--- config.mk ---
export PLATFORM = sky130hd
export DESIGN_NAME = riscv_decode_stage
export DESIGN_NICKNAME = d
export VERILOG_FILES = /design/src/rtl/riscv_pkg.sv /design/src/rtl/riscv_imm_gen.sv /design/src/rtl/riscv_decode_stage.sv
export SDC_FILE = /design/constraint.sdc
export NUM_CORES = 1
export LEC_CHECK = 0
export BUFFER_PORTS_ARGS = -buffer_cell sky130_fd_sc_hd__buf_2
export CORE_MARGIN = 1
export CORE_UTILIZATION = 30
export CTS_BUF_LIST = sky130_fd_sc_hd__clkbuf_4 sky130_fd_sc_hd__clkbuf_8
export CTS_CLUSTER_DIAMETER = 100
export CTS_CLUSTER_SIZE = 20
export DETAILED_ROUTE_END_ITERATION = 8
export PLACE_DENSITY = 0.56
export SLEW_MARGIN = 40
export SYNTH_ARGS = -nofsm -noshare
export SYNTH_HDL_FRONTEND = slang
export SYNTH_SLANG_ARGS = --single-unit
--- constraint.sdc ---
create_clock -name clk -period 2.7 [get_ports clk]
set_clock_uncertainty 0.15 [all_clocks]
set_input_delay 0.54 -clock clk [delete_from_list [all_inputs] [get_ports clk]]
set_output_delay 0.54 -clock clk [all_outputs]
set_load 0.1 [all_outputs]
--- src/rtl/riscv_pkg.sv ---
// Shared RV32I definitions for the decode stage: ALU operation codes, opcodes,
// immediate formats and the decoded-entry record held in the pipeline register.
package riscv_pkg;

   localparam logic [4:0] ALU_NONE  = 5'd0;
   localparam logic [4:0] ALU_ADD   = 5'd1;
   localparam logic [4:0] ALU_ADDI  = 5'd2;
   localparam logic [4:0] ALU_OR    = 5'd3;
   localparam logic [4:0] ALU_ORI   = 5'd4;
   localparam logic [4:0] ALU_XOR   = 5'd5;
   localparam logic [4:0] ALU_XORI  = 5'd6;
   localparam logic [4:0] ALU_AND   = 5'd7;
   localparam logic [4:0] ALU_ANDI  = 5'd8;
   localparam logic [4:0] ALU_SUB   = 5'd9;
   localparam logic [4:0] ALU_SLT   = 5'd10;
   localparam logic [4:0] ALU_SLTI  = 5'd11;
   localparam logic [4:0] ALU_SLTU  = 5'd12;
   localparam logic [4:0] ALU_SLTIU = 5'd13;
   localparam logic [4:0] ALU_SLLI  = 5'd14;
   localparam logic [4:0] ALU_SRLI  = 5'd15;
   localparam logic [4:0] ALU_SRAI  = 5'd16;
   localparam logic [4:0] ALU_SLL   = 5'd17;
   localparam logic [4:0] ALU_SRL   = 5'd18;
   localparam logic [4:0] ALU_SRA   = 5'd19;

   localparam logic [6:0] OPC_OP     = 7'b0110011;
   localparam logic [6:0] OPC_OP_IMM = 7'b0010011;
   localparam logic [6:0] OPC_LUI    = 7'b0110111;
   localparam logic [6:0] OPC_AUIPC  = 7'b0010111;
   localparam logic [6:0] OPC_LOAD   = 7'b0000011;
   localparam logic [6:0] OPC_STORE  = 7'b0100011;
   localparam logic [6:0] OPC_BRANCH = 7'b1100011;
   localparam logic [6:0] OPC_JAL    = 7'b1101111;
   localparam logic [6:0] OPC_JALR   = 7'b1100111;

   localparam logic [6:0] F7_BASE = 7'b0000000;
   localparam logic [6:0] F7_ALT  = 7'b0100000;

   typedef enum logic [2:0] {
      IMM_NONE = 3'd0,
      IMM_I    = 3'd1,
      IMM_S    = 3'd2,
      IMM_B    = 3'd3,
      IMM_U    = 3'd4,
      IMM_J    = 3'd5,
      IMM_SH   = 3'd6
   } imm_fmt_e;

   typedef struct packed {
      logic [4:0] alu_ctrl;
      logic       asel;
      logic       bsel;
      logic [4:0] rs1;
      logic [4:0] rs2;
      logic [4:0] rd;
      logic       reg_write;
      logic       mem_read;
      logic       mem_write;
      logic [2:0] funct3;
      logic       branch;
      logic       jump;
      logic       illegal;
   } dec_t;

   // Drops every side-effecting control of an entry, leaving its data fields.
   function automatic dec_t clr_ctrl(input dec_t d);
      dec_t r;
      r           = d;
      r.reg_write = 1'b0;
      r.mem_read  = 1'b0;
      r.mem_write = 1'b0;
      r.branch    = 1'b0;
      r.jump      = 1'b0;
      r.illegal   = 1'b0;
      return r;
   endfunction

endpackage

--- src/rtl/riscv_imm_gen.sv ---
// Combinational RV32I immediate generator: selects and sign-extends the
// immediate field of an instruction word according to its format.
import riscv_pkg::*;

module riscv_imm_gen (
   input  logic [31:0] instr_i,
   input  imm_fmt_e    fmt_i,
   output logic [31:0] imm_o
);

   // Format-directed immediate assembly; shift amounts never carry bit 30.
   always_comb begin
      imm_o = 32'h0000_0000;
      case (fmt_i)
         IMM_I:   imm_o = {{20{instr_i[31]}}, instr_i[31:20]};
         IMM_S:   imm_o = {{20{instr_i[31]}}, instr_i[31:25], instr_i[11:7]};
         IMM_B:   imm_o = {{19{instr_i[31]}}, instr_i[31], instr_i[7],
                           instr_i[30:25], instr_i[11:8], 1'b0};
         IMM_U:   imm_o = {instr_i[31:12], 12'h000};
         IMM_J:   imm_o = {{11{instr_i[31]}}, instr_i[31], instr_i[19:12],
                           instr_i[20], instr_i[30:21], 1'b0};
         IMM_SH:  imm_o = {27'h000_0000, instr_i[24:20]};
         default: imm_o = 32'h0000_0000;
      endcase
   end

endmodule

--- src/rtl/riscv_decode_stage.sv ---
// RV32I decode stage with a one-entry valid/ready pipeline register and flush.
// Define RISCV_DEC_ILLEGAL_EN to report undecodable words on Illegal.
import riscv_pkg::*;

module riscv_decode_stage #(
   parameter logic [31:0] RESET_PC = 32'h0000_0000
) (
   input  logic        clk,
   input  logic        rst,
   input  logic        In_Valid,
   output logic        In_Ready,
   input  logic [31:0] Instr,
   input  logic [31:0] PC,
   input  logic        Flush,
   output logic        Out_Valid,
   input  logic        Out_Ready,
   output logic [4:0]  ALU_Ctrl,
   output logic        Asel,
   output logic        Bsel,
   output logic [31:0] Imm,
   output logic [31:0] PC_Out,
   output logic [4:0]  Rs1,
   output logic [4:0]  Rs2,
   output logic [4:0]  Rd,
   output logic        Reg_Write,
   output logic        Mem_Read,
   output logic        Mem_Write,
   output logic [2:0]  Funct3,
   output logic        Branch,
   output logic        Jump,
   output logic        Illegal
);

`ifdef RISCV_DEC_ILLEGAL_EN
   localparam logic ILLEGAL_EN = 1'b1;
`else
   localparam logic ILLEGAL_EN = 1'b0;
`endif

   logic [6:0]  opcode_s;
   logic [2:0]  funct3_s;
   logic [6:0]  funct7_s;
   logic        bad_s;
   logic        accept_s;
   imm_fmt_e    fmt_s;
   logic [31:0] imm_s;
   dec_t        dec_s;

   logic        valid_q, valid_d;
   dec_t        ent_q, ent_d;
   logic [31:0] imm_q, imm_d;
   logic [31:0] pc_q, pc_d;

   assign opcode_s = Instr[6:0];
   assign funct3_s = Instr[14:12];
   assign funct7_s = Instr[31:25];

   riscv_imm_gen u_imm_gen (
      .instr_i (Instr),
      .fmt_i   (fmt_s),
      .imm_o   (imm_s)
   );

   // Instruction cracking; undecodable words collapse to a NOP-like entry.
   always_comb begin
      dec_s        = '0;
      fmt_s        = IMM_NONE;
      bad_s        = 1'b0;
      dec_s.rs1    = Instr[19:15];
      dec_s.rs2    = Instr[24:20];
      dec_s.rd     = Instr[11:7];
      dec_s.funct3 = funct3_s;
      case (opcode_s)
         OPC_OP: begin
            dec_s.reg_write = 1'b1;
            if (funct7_s == F7_BASE) begin
               case (funct3_s)
                  3'd0:    dec_s.alu_ctrl = ALU_ADD;
                  3'd1:    dec_s.alu_ctrl = ALU_SLL;
                  3'd2:    dec_s.alu_ctrl = ALU_SLT;
                  3'd3:    dec_s.alu_ctrl = ALU_SLTU;
                  3'd4:    dec_s.alu_ctrl = ALU_XOR;
                  3'd5:    dec_s.alu_ctrl = ALU_SRL;
                  3'd6:    dec_s.alu_ctrl = ALU_OR;
                  3'd7:    dec_s.alu_ctrl = ALU_AND;
                  default: bad_s = 1'b1;
               endcase
            end else if (funct7_s == F7_ALT && funct3_s == 3'd0) begin
               dec_s.alu_ctrl = ALU_SUB;
            end else if (funct7_s == F7_ALT && funct3_s == 3'd5) begin
               dec_s.alu_ctrl = ALU_SRA;
            end else begin
               bad_s = 1'b1;
            end
         end
         OPC_OP_IMM: begin
            dec_s.bsel      = 1'b1;
            dec_s.reg_write = 1'b1;
            fmt_s           = IMM_I;
            case (funct3_s)
               3'd0: dec_s.alu_ctrl = ALU_ADDI;
               3'd2: dec_s.alu_ctrl = ALU_SLTI;
               3'd3: dec_s.alu_ctrl = ALU_SLTIU;
               3'd4: dec_s.alu_ctrl = ALU_XORI;
               3'd6: dec_s.alu_ctrl = ALU_ORI;
               3'd7: dec_s.alu_ctrl = ALU_ANDI;
               3'd1: begin
                  fmt_s          = IMM_SH;
                  dec_s.alu_ctrl = ALU_SLLI;
                  bad_s          = (funct7_s != F7_BASE);
               end
               3'd5: begin
                  fmt_s          = IMM_SH;
                  dec_s.alu_ctrl = (funct7_s == F7_ALT) ? ALU_SRAI : ALU_SRLI;
                  bad_s          = (funct7_s != F7_BASE) && (funct7_s != F7_ALT);
               end
               default: bad_s = 1'b1;
            endcase
         end
         OPC_LUI: begin
            dec_s.alu_ctrl  = ALU_ADDI;
            dec_s.rs1       = 5'd0;
            dec_s.bsel      = 1'b1;
            dec_s.reg_write = 1'b1;
            fmt_s           = IMM_U;
         end
         OPC_AUIPC: begin
            dec_s.alu_ctrl  = ALU_ADD;
            dec_s.asel      = 1'b1;
            dec_s.bsel      = 1'b1;
            dec_s.reg_write = 1'b1;
            fmt_s           = IMM_U;
         end
         OPC_LOAD: begin
            dec_s.alu_ctrl  = ALU_ADDI;
            dec_s.bsel      = 1'b1;
            dec_s.mem_read  = 1'b1;
            dec_s.reg_write = 1'b1;
            fmt_s           = IMM_I;
            bad_s           = (funct3_s == 3'd3) || (funct3_s[2:1] == 2'b11);
         end
         OPC_STORE: begin
            dec_s.alu_ctrl  = ALU_ADDI;
            dec_s.bsel      = 1'b1;
            dec_s.mem_write = 1'b1;
            fmt_s           = IMM_S;
            bad_s           = (funct3_s > 3'd2);
         end
         OPC_BRANCH: begin
            dec_s.branch = 1'b1;
            fmt_s        = IMM_B;
            case (funct3_s)
               3'd0, 3'd1: dec_s.alu_ctrl = ALU_SUB;
               3'd4, 3'd5: dec_s.alu_ctrl = ALU_SLT;
               3'd6, 3'd7: dec_s.alu_ctrl = ALU_SLTU;
               default:    bad_s = 1'b1;
            endcase
         end
         OPC_JAL: begin
            dec_s.jump      = 1'b1;
            dec_s.alu_ctrl  = ALU_ADD;
            dec_s.asel      = 1'b1;
            dec_s.bsel      = 1'b1;
            dec_s.reg_write = 1'b1;
            fmt_s           = IMM_J;
         end
         OPC_JALR: begin
            dec_s.jump      = 1'b1;
            dec_s.alu_ctrl  = ALU_ADDI;
            dec_s.bsel      = 1'b1;
            dec_s.reg_write = 1'b1;
            fmt_s           = IMM_I;
         end
         default: bad_s = 1'b1;
      endcase
      // x0 is never written, whatever the instruction.
      if (dec_s.rd == 5'd0) begin
         dec_s.reg_write = 1'b0;
      end else begin
         dec_s.reg_write = dec_s.reg_write;
      end
      if (bad_s) begin
         dec_s          = clr_ctrl(dec_s);
         dec_s.alu_ctrl = ALU_NONE;
         dec_s.asel     = 1'b0;
         dec_s.bsel     = 1'b0;
         dec_s.illegal  = ILLEGAL_EN;
         fmt_s          = IMM_NONE;
      end else begin
         dec_s.illegal  = 1'b0;
      end
   end

   assign In_Ready = !valid_q || Out_Ready;
   assign accept_s = In_Valid && In_Ready;

   // Pipeline register next state: flush beats accept, accept beats drain.
   always_comb begin
      valid_d = valid_q;
      ent_d   = ent_q;
      imm_d   = imm_q;
      pc_d    = pc_q;
      if (Flush) begin
         valid_d = 1'b0;
         ent_d   = clr_ctrl(ent_q);
      end else if (accept_s) begin
         valid_d = 1'b1;
         ent_d   = dec_s;
         imm_d   = imm_s;
         pc_d    = PC;
      end else if (Out_Ready) begin
         valid_d = 1'b0;
         ent_d   = clr_ctrl(ent_q);
      end else begin
         valid_d = valid_q;
         ent_d   = ent_q;
      end
   end

   // State register with synchronous reset.
   always_ff @(posedge clk) begin
      if (rst) begin
         valid_q <= 1'b0;
         ent_q   <= '0;
         imm_q   <= 32'h0000_0000;
         pc_q    <= RESET_PC;
      end else begin
         valid_q <= valid_d;
         ent_q   <= ent_d;
         imm_q   <= imm_d;
         pc_q    <= pc_d;
      end
   end

   assign Out_Valid = valid_q;
   assign ALU_Ctrl  = ent_q.alu_ctrl;
   assign Asel      = ent_q.asel;
   assign Bsel      = ent_q.bsel;
   assign Imm       = imm_q;
   assign PC_Out    = pc_q;
   assign Rs1       = ent_q.rs1;
   assign Rs2       = ent_q.rs2;
   assign Rd        = ent_q.rd;
   assign Reg_Write = ent_q.reg_write;
   assign Mem_Read  = ent_q.mem_read;
   assign Mem_Write = ent_q.mem_write;
   assign Funct3    = ent_q.funct3;
   assign Branch    = ent_q.branch;
   assign Jump      = ent_q.jump;
   assign Illegal   = ent_q.illegal;

endmodule

==> results of run 1 <==
[per-layer routing]
| layer | up-vias | global-route usage (%) | part of all wire (%) | routed length, um |
|---|---|---|---|---|
| li1 | 2083 | - | - | - |
| met1 | 2005 | 23.93 | 45 | 5999 |
| met2 | 148 | 29.66 | 46 | 6091 |
| met3 | 17 | 6.749 | 7.8 | 1044 |
| met4 | 0 | 5.781 | 1.8 | 238 |
| met5 | - | 0 | 0 | 0 |
[layout make-up]
type / count / area, um2 / area share, %
tap: 176 / 220.2 / 4.034
clock buffer: 12 / 158.9 / 2.911
timing repair buffer: 193 / 1051 / 19.25
sequential: 95 / 1903 / 34.86
inverter: 8 / 30.03 / 0.5501
multi-input combinational: 355 / 2066 / 37.84
clock inverter: 4 / 30.03 / 0.5501
[where the power goes]
group          switching (mW)  internal, mW
registers              0.0169          1.44
clock network           0.498         0.397
logic                   0.479         0.142
[registers in the layout (all words and copies together), names as in the netlist, 3 cells and up]
signal    count
Rs1           5
Rs2           5
Imm          32
PC_Out       32
ALU_Ctrl      5
Rd            5
Funct3        3
[final timing paths]
path	from	endpoint	depth (start not counted)	slack [ps]
worst max-delay path	Instr[4]	Imm[17]	6	380
worst min-delay path	PC[24]	PC_Out[24]	3	250
worst max register to register	Out_Valid	Imm[17]	6	510
worst min register to register	PC_Out[26]	PC_Out[26]	2	300
[critical path, cell delays in order]
cell                      delay [ps]
sky130_fd_sc_hd__buf_2           190
sky130_fd_sc_hd__or3b_2          530
sky130_fd_sc_hd__nor2_1          260
sky130_fd_sc_hd__a21oi_1         130
sky130_fd_sc_hd__nor2_1          570
sky130_fd_sc_hd__a221o_1         260
[logic make-up (layout without fill, tap and decap cells)]
group           after synthesis  in the layout
compound gates              146            146
fa+ha+maj                     5              5
buf+inv                      43            217
flops                        95             95
mux                           5              5
other cells                   1              1
simple gates                198            198
[metrics by stage]
stage / hold WS (ps) / util (%) / setup WS (ps) / std cells
6_report: 246.1 / 40.90 / 379.5 / 843
5_1_grt: 217.8 / 40.90 / 351.8 / 843
4_1_cts: 222.5 / 40.88 / 387.1 / 843
3_5_place_dp: 290.8 / 39.46 / 3.797 / 827
3_3_place_gp: 284.1 / 39.46 / 78.41 / 827
2_1_floorplan: 455.3 / - / 38.46 / 493
[cells in the mapped netlist (3+ instances only)]
library cell and instances:
sky130_fd_sc_hd__a21oi_1 56, sky130_fd_sc_hd__o21ai_0 11, sky130_fd_sc_hd__nor3b_1 3, sky130_fd_sc_hd__a21o_1 4
sky130_fd_sc_hd__or2_2 3, sky130_fd_sc_hd__nand2b_1 7, sky130_fd_sc_hd__nand2_1 117, sky130_fd_sc_hd__a221o_1 8
sky130_fd_sc_hd__nand3_1 8, sky130_fd_sc_hd__a22oi_1 20, sky130_fd_sc_hd__ha_1 5, sky130_fd_sc_hd__a31oi_1 7
sky130_fd_sc_hd__inv_1 8, sky130_fd_sc_hd__mux2i_1 3, sky130_fd_sc_hd__clkbuf_1 21, sky130_fd_sc_hd__or3_1 4
sky130_fd_sc_hd__nor3_1 3, sky130_fd_sc_hd__dfxtp_1 95, sky130_fd_sc_hd__buf_1 5, sky130_fd_sc_hd__buf_2 5
sky130_fd_sc_hd__nand3b_1 3, sky130_fd_sc_hd__a221oi_1 3, sky130_fd_sc_hd__a22o_1 13, sky130_fd_sc_hd__buf_6 3
sky130_fd_sc_hd__nor2_1 30
==> impl_metrics.py, run 1 <==
metrics = {
    "clock_tree": {
        "postCtsSetupBuffers": 0,
        "postCtsResizedCells": 0,
        "number_of_clock_buffers_inserted_by_tritoncts": 9,
        "tritoncts": "built",
        "cts-hold-fix-buffers": 0,
        "clk_latency_ps": 370,
        "cts-root-buf": "sky130_fd_sc_hd__clkbuf_8",
        "level_count_of_the_clock_h_tree": 3,
        "clk_path_buf_depth": 2,
        "clock_sinks": 95,
        "clk_pin_slew_ps": 90,
    },
    "logic_synthesis": {
        "synth-simple-area-share_pct": 22.23,
        "synth_compound_area_share_pct": 24.40,
        "count_of_flip_flops_with_a_built_in_enable_after_synthesis": 0,
        "synth_cell_types": 63,
        "synth_fp_nets": 567,
        "yosys.area_share.xor_xnor_pct": 0,
        "synth_top_family_by_area": "compound AO/OA/AOI/OAI gates",
        "post_synth_inst_count": 493,
        "synthTopCellsByArea": "sky130_fd_sc_hd__dfxtp_1 (46%), sky130_fd_sc_hd__nand2_1 (11%), sky130_fd_sc_hd__a21oi_1 (6.8%), sky130_fd_sc_hd__a22oi_1 (3.6%), sky130_fd_sc_hd__a22o_1 (2.7%)",
        "synth_top_area_share_pct": 45.84,
        "post_synth_fa_ha_maj_area_fraction_pct": 1.508,
        "synth-main-ff-cell": "sky130_fd_sc_hd__dfxtp_1",
        "synth_sequential_area_ratio_pct": 45.84,
        "ys.warnings.count": 0,
        "postSynth.asyncResetShare_pct": 0,
        "yosysTopAreaCell": "sky130_fd_sc_hd__dfxtp_1",
        "ys_ff_latch": 95,
        "post_synth_mux_area_share_pct": 1.267,
        "synth.cell_area_um2": 4149,
        "post_synth.cell_area_avg_um2": 8.416,
    },
    "global_routing": {
        "globalRouteOverflowTotal": 0,
        "antenna_found_initial": 0,
        "track_usage_pct": 18.82,
        "grt_pass1_wl_um": 20930,
        "grt_max_degree": 57,
        "via_count_of_the_first_global_routing_pass": 3994,
    },
    "timing": {
        "highest_achievable_clock_rate_mhz": 430.9,
        "setup_viol": 0,
        "worstMarginPinSlew_ps": 712.3,
        "timing.final.hold_violations": 0,
        "timing.max_slew.rel_slack_pct": 52.34,
        "grt_setup_unrepaired": "false",
        "timing.final.max_slew_violations": 0,
        "tns_ps": 0,
        "final_min_period_over_clock_period_pct": 85.94,
        "final.min_clock_period_ps": 2321,
    },
    "power": {
        "total_power_mw": 2.970,
        "power.static_leakage_nw": 2.479,
        "powerDensity_nw_per_um2": 544.1,
        "ir_worst_vdd_uv": 319.2,
    },
    "place": {
        "place.port_buffers": 164,
        "placed_area_um2": 5268,
        "routabilityCongestion": 0.8444,
        "detailedPlacementHpwl_um": 10010,
    },
    "floorplan": {
        "floorplan.rows": 42,
        "placeableCoreArea_um2": 13350,
        "ios": 166,
        "initial_cell_density_of_the_core_pct": 31.08,
        "die-height_um": 119.6,
        "die_w_um": 119.6,
        "die_area_um2": 14300,
    },
    "worst_setup_path": {
        "critical_path_arrival_ps": 2490,
        "crit_path_max_fanout": 11,
        "cp_data_required_time_ps": 2870,
        "critPathCaptureType": "register",
        "criticalPathCategory": "in -> reg",
        "worst_setup_path_start_kind": "input port",
    },
    "route": {
        "viasPerCell": 5.045,
        "detailed_route_iter0_violations": 265,
        "post-route-drc-count": 0,
        "wl_per_cell_um": 15.86,
        "total_via_count_after_detailed_routing": 4253,
        "drt_pre_antenna_iters": 5,
        "detail-route-antenna-nets": 0,
        "wl_um": 13370,
    },
    "final_layout": {
        "drive_above_1_share_pct": 34.63,
        "leading_cell_types_in_the_layout_fill_and_taps_excluded": "sky130_fd_sc_hd__buf_2 (164), sky130_fd_sc_hd__nand2_1 (117), sky130_fd_sc_hd__dfxtp_1 (94)",
        "diodes": 0,
        "most_common_cell_after_layout_fill_and_taps_aside": "sky130_fd_sc_hd__buf_2",
        "final.fill_count": 1405,
        "layout-area-overhead-vs-synth_pct": 31.57,
        "design.final.nets": 736,
        "post-route-cell-area_um2": 5459,
    },
    "hold_path": {
        "path_category_of_the_worst_min_delay_check": "in -> reg",
    },
    "flow_run": {
        "cap_violations": 0,
    },
    "run_status": {
        "status": "finished clean",
    },
}
(Power assumes the default switching activity.)
==> inputs of run 2 (changes only) <==
--- a/config.mk
+++ b/config.mk
@@ -5,6 +5,7 @@
 export SDC_FILE = /design/constraint.sdc
 export NUM_CORES = 1
 export LEC_CHECK = 0
+export ABC_AREA = 1
 export BUFFER_PORTS_ARGS = -buffer_cell sky130_fd_sc_hd__buf_2
 export CORE_MARGIN = 1
 export CORE_UTILIZATION = 30
@@ -12,7 +13,7 @@
 export CTS_CLUSTER_DIAMETER = 100
 export CTS_CLUSTER_SIZE = 20
 export DETAILED_ROUTE_END_ITERATION = 8
-export PLACE_DENSITY = 0.56
+export PLACE_DENSITY = 0.55
 export SLEW_MARGIN = 40
 export SYNTH_ARGS = -nofsm -noshare
 export SYNTH_HDL_FRONTEND = slang
==> run 2 against run 1 <==
Net effect:
- sequential share of layout area shrank 2.1 points
- routed wire length grew 4.3%
- cell area grew 6.3%
- worst hold slack lost 27 ps
- non-clock buffer count shrank 12
- critical path type unchanged
- largest power group unchanged
==> impl_metrics.py, run 2 <==
metrics = {
    "route": {
        "total_via_count_after_detailed_routing": 4686,
        "drt_pre_antenna_iters": 5,
        "detailed_route_iter0_violations": 255,
        "wl_um": 13940,
        "wl_per_cell_um": 14.20,
        "viasPerCell": 4.772,
        "detail-route-antenna-nets": 0,
        "post-route-drc-count": 0,
    },
    "clock_tree": {
        "postCtsResizedCells": 0,
        "clock_sinks": 95,
        "level_count_of_the_clock_h_tree": 3,
        "clk_pin_slew_ps": 100,
        "cts-hold-fix-buffers": 0,
        "postCtsSetupBuffers": 0,
        "cts-root-buf": "sky130_fd_sc_hd__clkbuf_8",
        "clk_path_buf_depth": 2,
        "tritoncts": "built",
        "number_of_clock_buffers_inserted_by_tritoncts": 9,
        "clk_latency_ps": 380,
    },
    "logic_synthesis": {
        "synth_sequential_area_ratio_pct": 42.15,
        "synthTopCellsByArea": "sky130_fd_sc_hd__dfxtp_1 (42%), sky130_fd_sc_hd__nand2_1 (11%), sky130_fd_sc_hd__nor2_1 (9.2%), sky130_fd_sc_hd__o21ai_0 (7.5%), sky130_fd_sc_hd__a21oi_1 (5.4%)",
        "post_synth_inst_count": 631,
        "synth_fp_nets": 705,
        "synth.cell_area_um2": 4512,
        "synth_top_area_share_pct": 42.15,
        "post_synth.cell_area_avg_um2": 7.150,
        "leading_cell_type_by_number_of_instances_after_synthesis": "sky130_fd_sc_hd__nand2_1",
        "count_of_flip_flops_with_a_built_in_enable_after_synthesis": 0,
        "yosysTopAreaCell": "sky130_fd_sc_hd__dfxtp_1",
        "ys_ff_latch": 95,
        "synth-main-ff-cell": "sky130_fd_sc_hd__dfxtp_1",
        "synth_cell_types": 35,
        "ys.warnings.count": 0,
        "synth_common_cells": "sky130_fd_sc_hd__nand2_1 (131), sky130_fd_sc_hd__nor2_1 (110), sky130_fd_sc_hd__dfxtp_1 (95)",
        "postSynth.asyncResetShare_pct": 0,
    },
    "hold_path": {
        "worst_hold_path_cell_count": 3,
        "path_category_of_the_worst_min_delay_check": "in -> reg",
        "holdCritStartpoint": "PC[27]",
        "worstHoldEndpoint": "PC_Out[27]",
    },
    "final_layout": {
        "diodes": 0,
        "drive_above_1_share_pct": 32.96,
        "design.final.nets": 867,
        "most_common_cell_after_layout_fill_and_taps_aside": "sky130_fd_sc_hd__buf_2",
        "area.sequential_um2": 1903,
        "leading_cell_types_in_the_layout_fill_and_taps_excluded": "sky130_fd_sc_hd__buf_2 (164), sky130_fd_sc_hd__nand2_1 (130), sky130_fd_sc_hd__nor2_1 (110)",
        "footprint_of_the_multi_input_gates_um2": 2312,
        "layout-area-overhead-vs-synth_pct": 28.67,
        "finish.utilization_pct": 39.79,
        "post-route-cell-area_um2": 5806,
        "final.fill_count": 1596,
    },
    "global_routing": {
        "grt_pass1_wl_um": 22680,
        "antenna_found_initial": 0,
        "globalRouteOverflowTotal": 0,
        "grt_max_degree": 84,
        "via_count_of_the_first_global_routing_pass": 4334,
        "track_usage_pct": 18.18,
    },
    "timing": {
        "setup_viol": 0,
        "timing.final.hold_violations": 0,
        "tns_ps": 0,
        "timing.final.max_slew_violations": 0,
        "final_min_period_over_clock_period_pct": 86.95,
        "timing.max_slew.rel_slack_pct": 65.49,
        "final.min_clock_period_ps": 2348,
        "highest_achievable_clock_rate_mhz": 426.0,
        "worstMarginPinSlew_ps": 521.2,
        "grt_setup_unrepaired": "false",
        "fin_ws_ps": 352.3,
    },
    "worst_setup_path": {
        "worst_setup_path_start_kind": "input port",
        "crit_path_max_fanout": 7,
        "r2r-end": "ALU_Ctrl[0]",
        "ff2ff_setup_slack_ps": 900,
        "worst-r2r-cell-count": 8,
        "critPathCaptureType": "register",
        "r2r-start": "Out_Valid",
        "criticalPathCategory": "in -> reg",
        "cp_data_required_time_ps": 2860,
        "critical_path_arrival_ps": 2510,
    },
    "flow_run": {
        "cap_violations": 0,
    },
    "run_status": {
        "status": "finished clean",
    },
    "floorplan": {
        "die_w_um": 124.6,
        "initial_cell_density_of_the_core_pct": 30.93,
        "die_area_um2": 15530,
        "ios": 166,
        "die-height_um": 124.6,
        "placeableCoreArea_um2": 14590,
        "floorplan.rows": 44,
    },
    "place": {
        "placed_area_um2": 5582,
        "routabilityCongestion": 0.8844,
        "pre_cts_ws_ps": -15.60,
        "detailedPlacementHpwl_um": 9998,
        "place.port_buffers": 164,
    },
    "power": {
        "power.static_leakage_nw": 2.891,
        "powerDensity_nw_per_um2": 568.7,
        "total_power_mw": 3.302,
        "ir_worst_vdd_uv": 309.7,
    },
}
run 2: cell types whose count changed after synthesis, sizes merged, moves of 12 or more:
cell / change
inv: +32
a22oi: -20
nor2: +94
o21ai: +57
nand3: +18
a22o: -12
nand2: +42
run 2: logic make-up (layout without fill, tap and decap cells):
| family | after synthesis | after routing | synth area share (%) |
|---|---|---|---|
| AO/OA/AOI/OAI | 139 | 139 | 17.22 |
| AND/OR/NAND/NOR | 321 | 321 | 32.39 |
| adder cells (fa/ha/maj) | 5 | 5 | 1.387 |
| other | 1 | 1 | 0.08311 |
| flip-flops | 95 | 95 | 42.15 |
| buffers and inverters | 70 | 237 | 6.766 |
run 2: worst max-delay path, cell delays in order:
cell and delay (ps):
sky130_fd_sc_hd__buf_2 130, sky130_fd_sc_hd__inv_1 180, sky130_fd_sc_hd__ha_1 330, sky130_fd_sc_hd__nand2_1 100, sky130_fd_sc_hd__inv_1 70, sky130_fd_sc_hd__o21ai_1 80, sky130_fd_sc_hd__nand3_2 130, sky130_fd_sc_hd__nand3_1 130
sky130_fd_sc_hd__nor2_4 170, sky130_fd_sc_hd__nand4_1 140, sky130_fd_sc_hd__nand2_1 170, sky130_fd_sc_hd__nand2_1 70, sky130_fd_sc_hd__nand2_1 60, sky130_fd_sc_hd__nand2_1 50, sky130_fd_sc_hd__a21oi_1 150
run 2: metal layers:
layer  wire length (um)  global-route usage (%)  share of wire [%]  vias up
li1                   -                       -                  -     2368
met1               6737                   25.09                 48     2146
met2               6058                   27.40                 43      157
met3                969                   4.811                6.9       15
met4                178                   5.741                1.3        0
met5                  0                       0                  0        -
run 2: worst max-delay path by stage:
stage / end / slack, ps / start / cells past startpoint
after floorplan: Imm[21] / 340 / Out_Valid / 7
after global placement: Imm[3] / 70 / Instr[13] / 15
after detailed placement: Imm[3] / -20 / Instr[13] / 15
after CTS: Imm[3] / 390 / Instr[13] / 15
after global routing: Imm[13] / 160 / Instr[13] / 13
final: Imm[3] / 350 / Instr[13] / 15
run 2: final cells by class:
type                    instances  share of cell area [%]
clock buffers                  10                   2.263
clock inverters                 6                   1.595
inverters                      40                   2.586
multi-input cells             466                   39.83
flip-flops and latches         95                   32.78
well taps                     184                   3.966
repair buffers                181                   16.98
run 2: power breakdown:
group	total, mW	internal [mW]	leakage [nW]	switching (mW)
Clock	1.09	0.541	0.112	0.546
Sequential	1.48	1.45	0.775	0.0229
Combinational	0.739	0.137	2.00	0.603
run 2: per-stage QoR:
step           cells  hold slack [ps]
5_1_grt          982            200.1
2_1_floorplan    631            524.9
3_5_place_dp     966            302.9
6_report         982            219.2
4_1_cts          982            195.6
3_3_place_gp     966            300.8
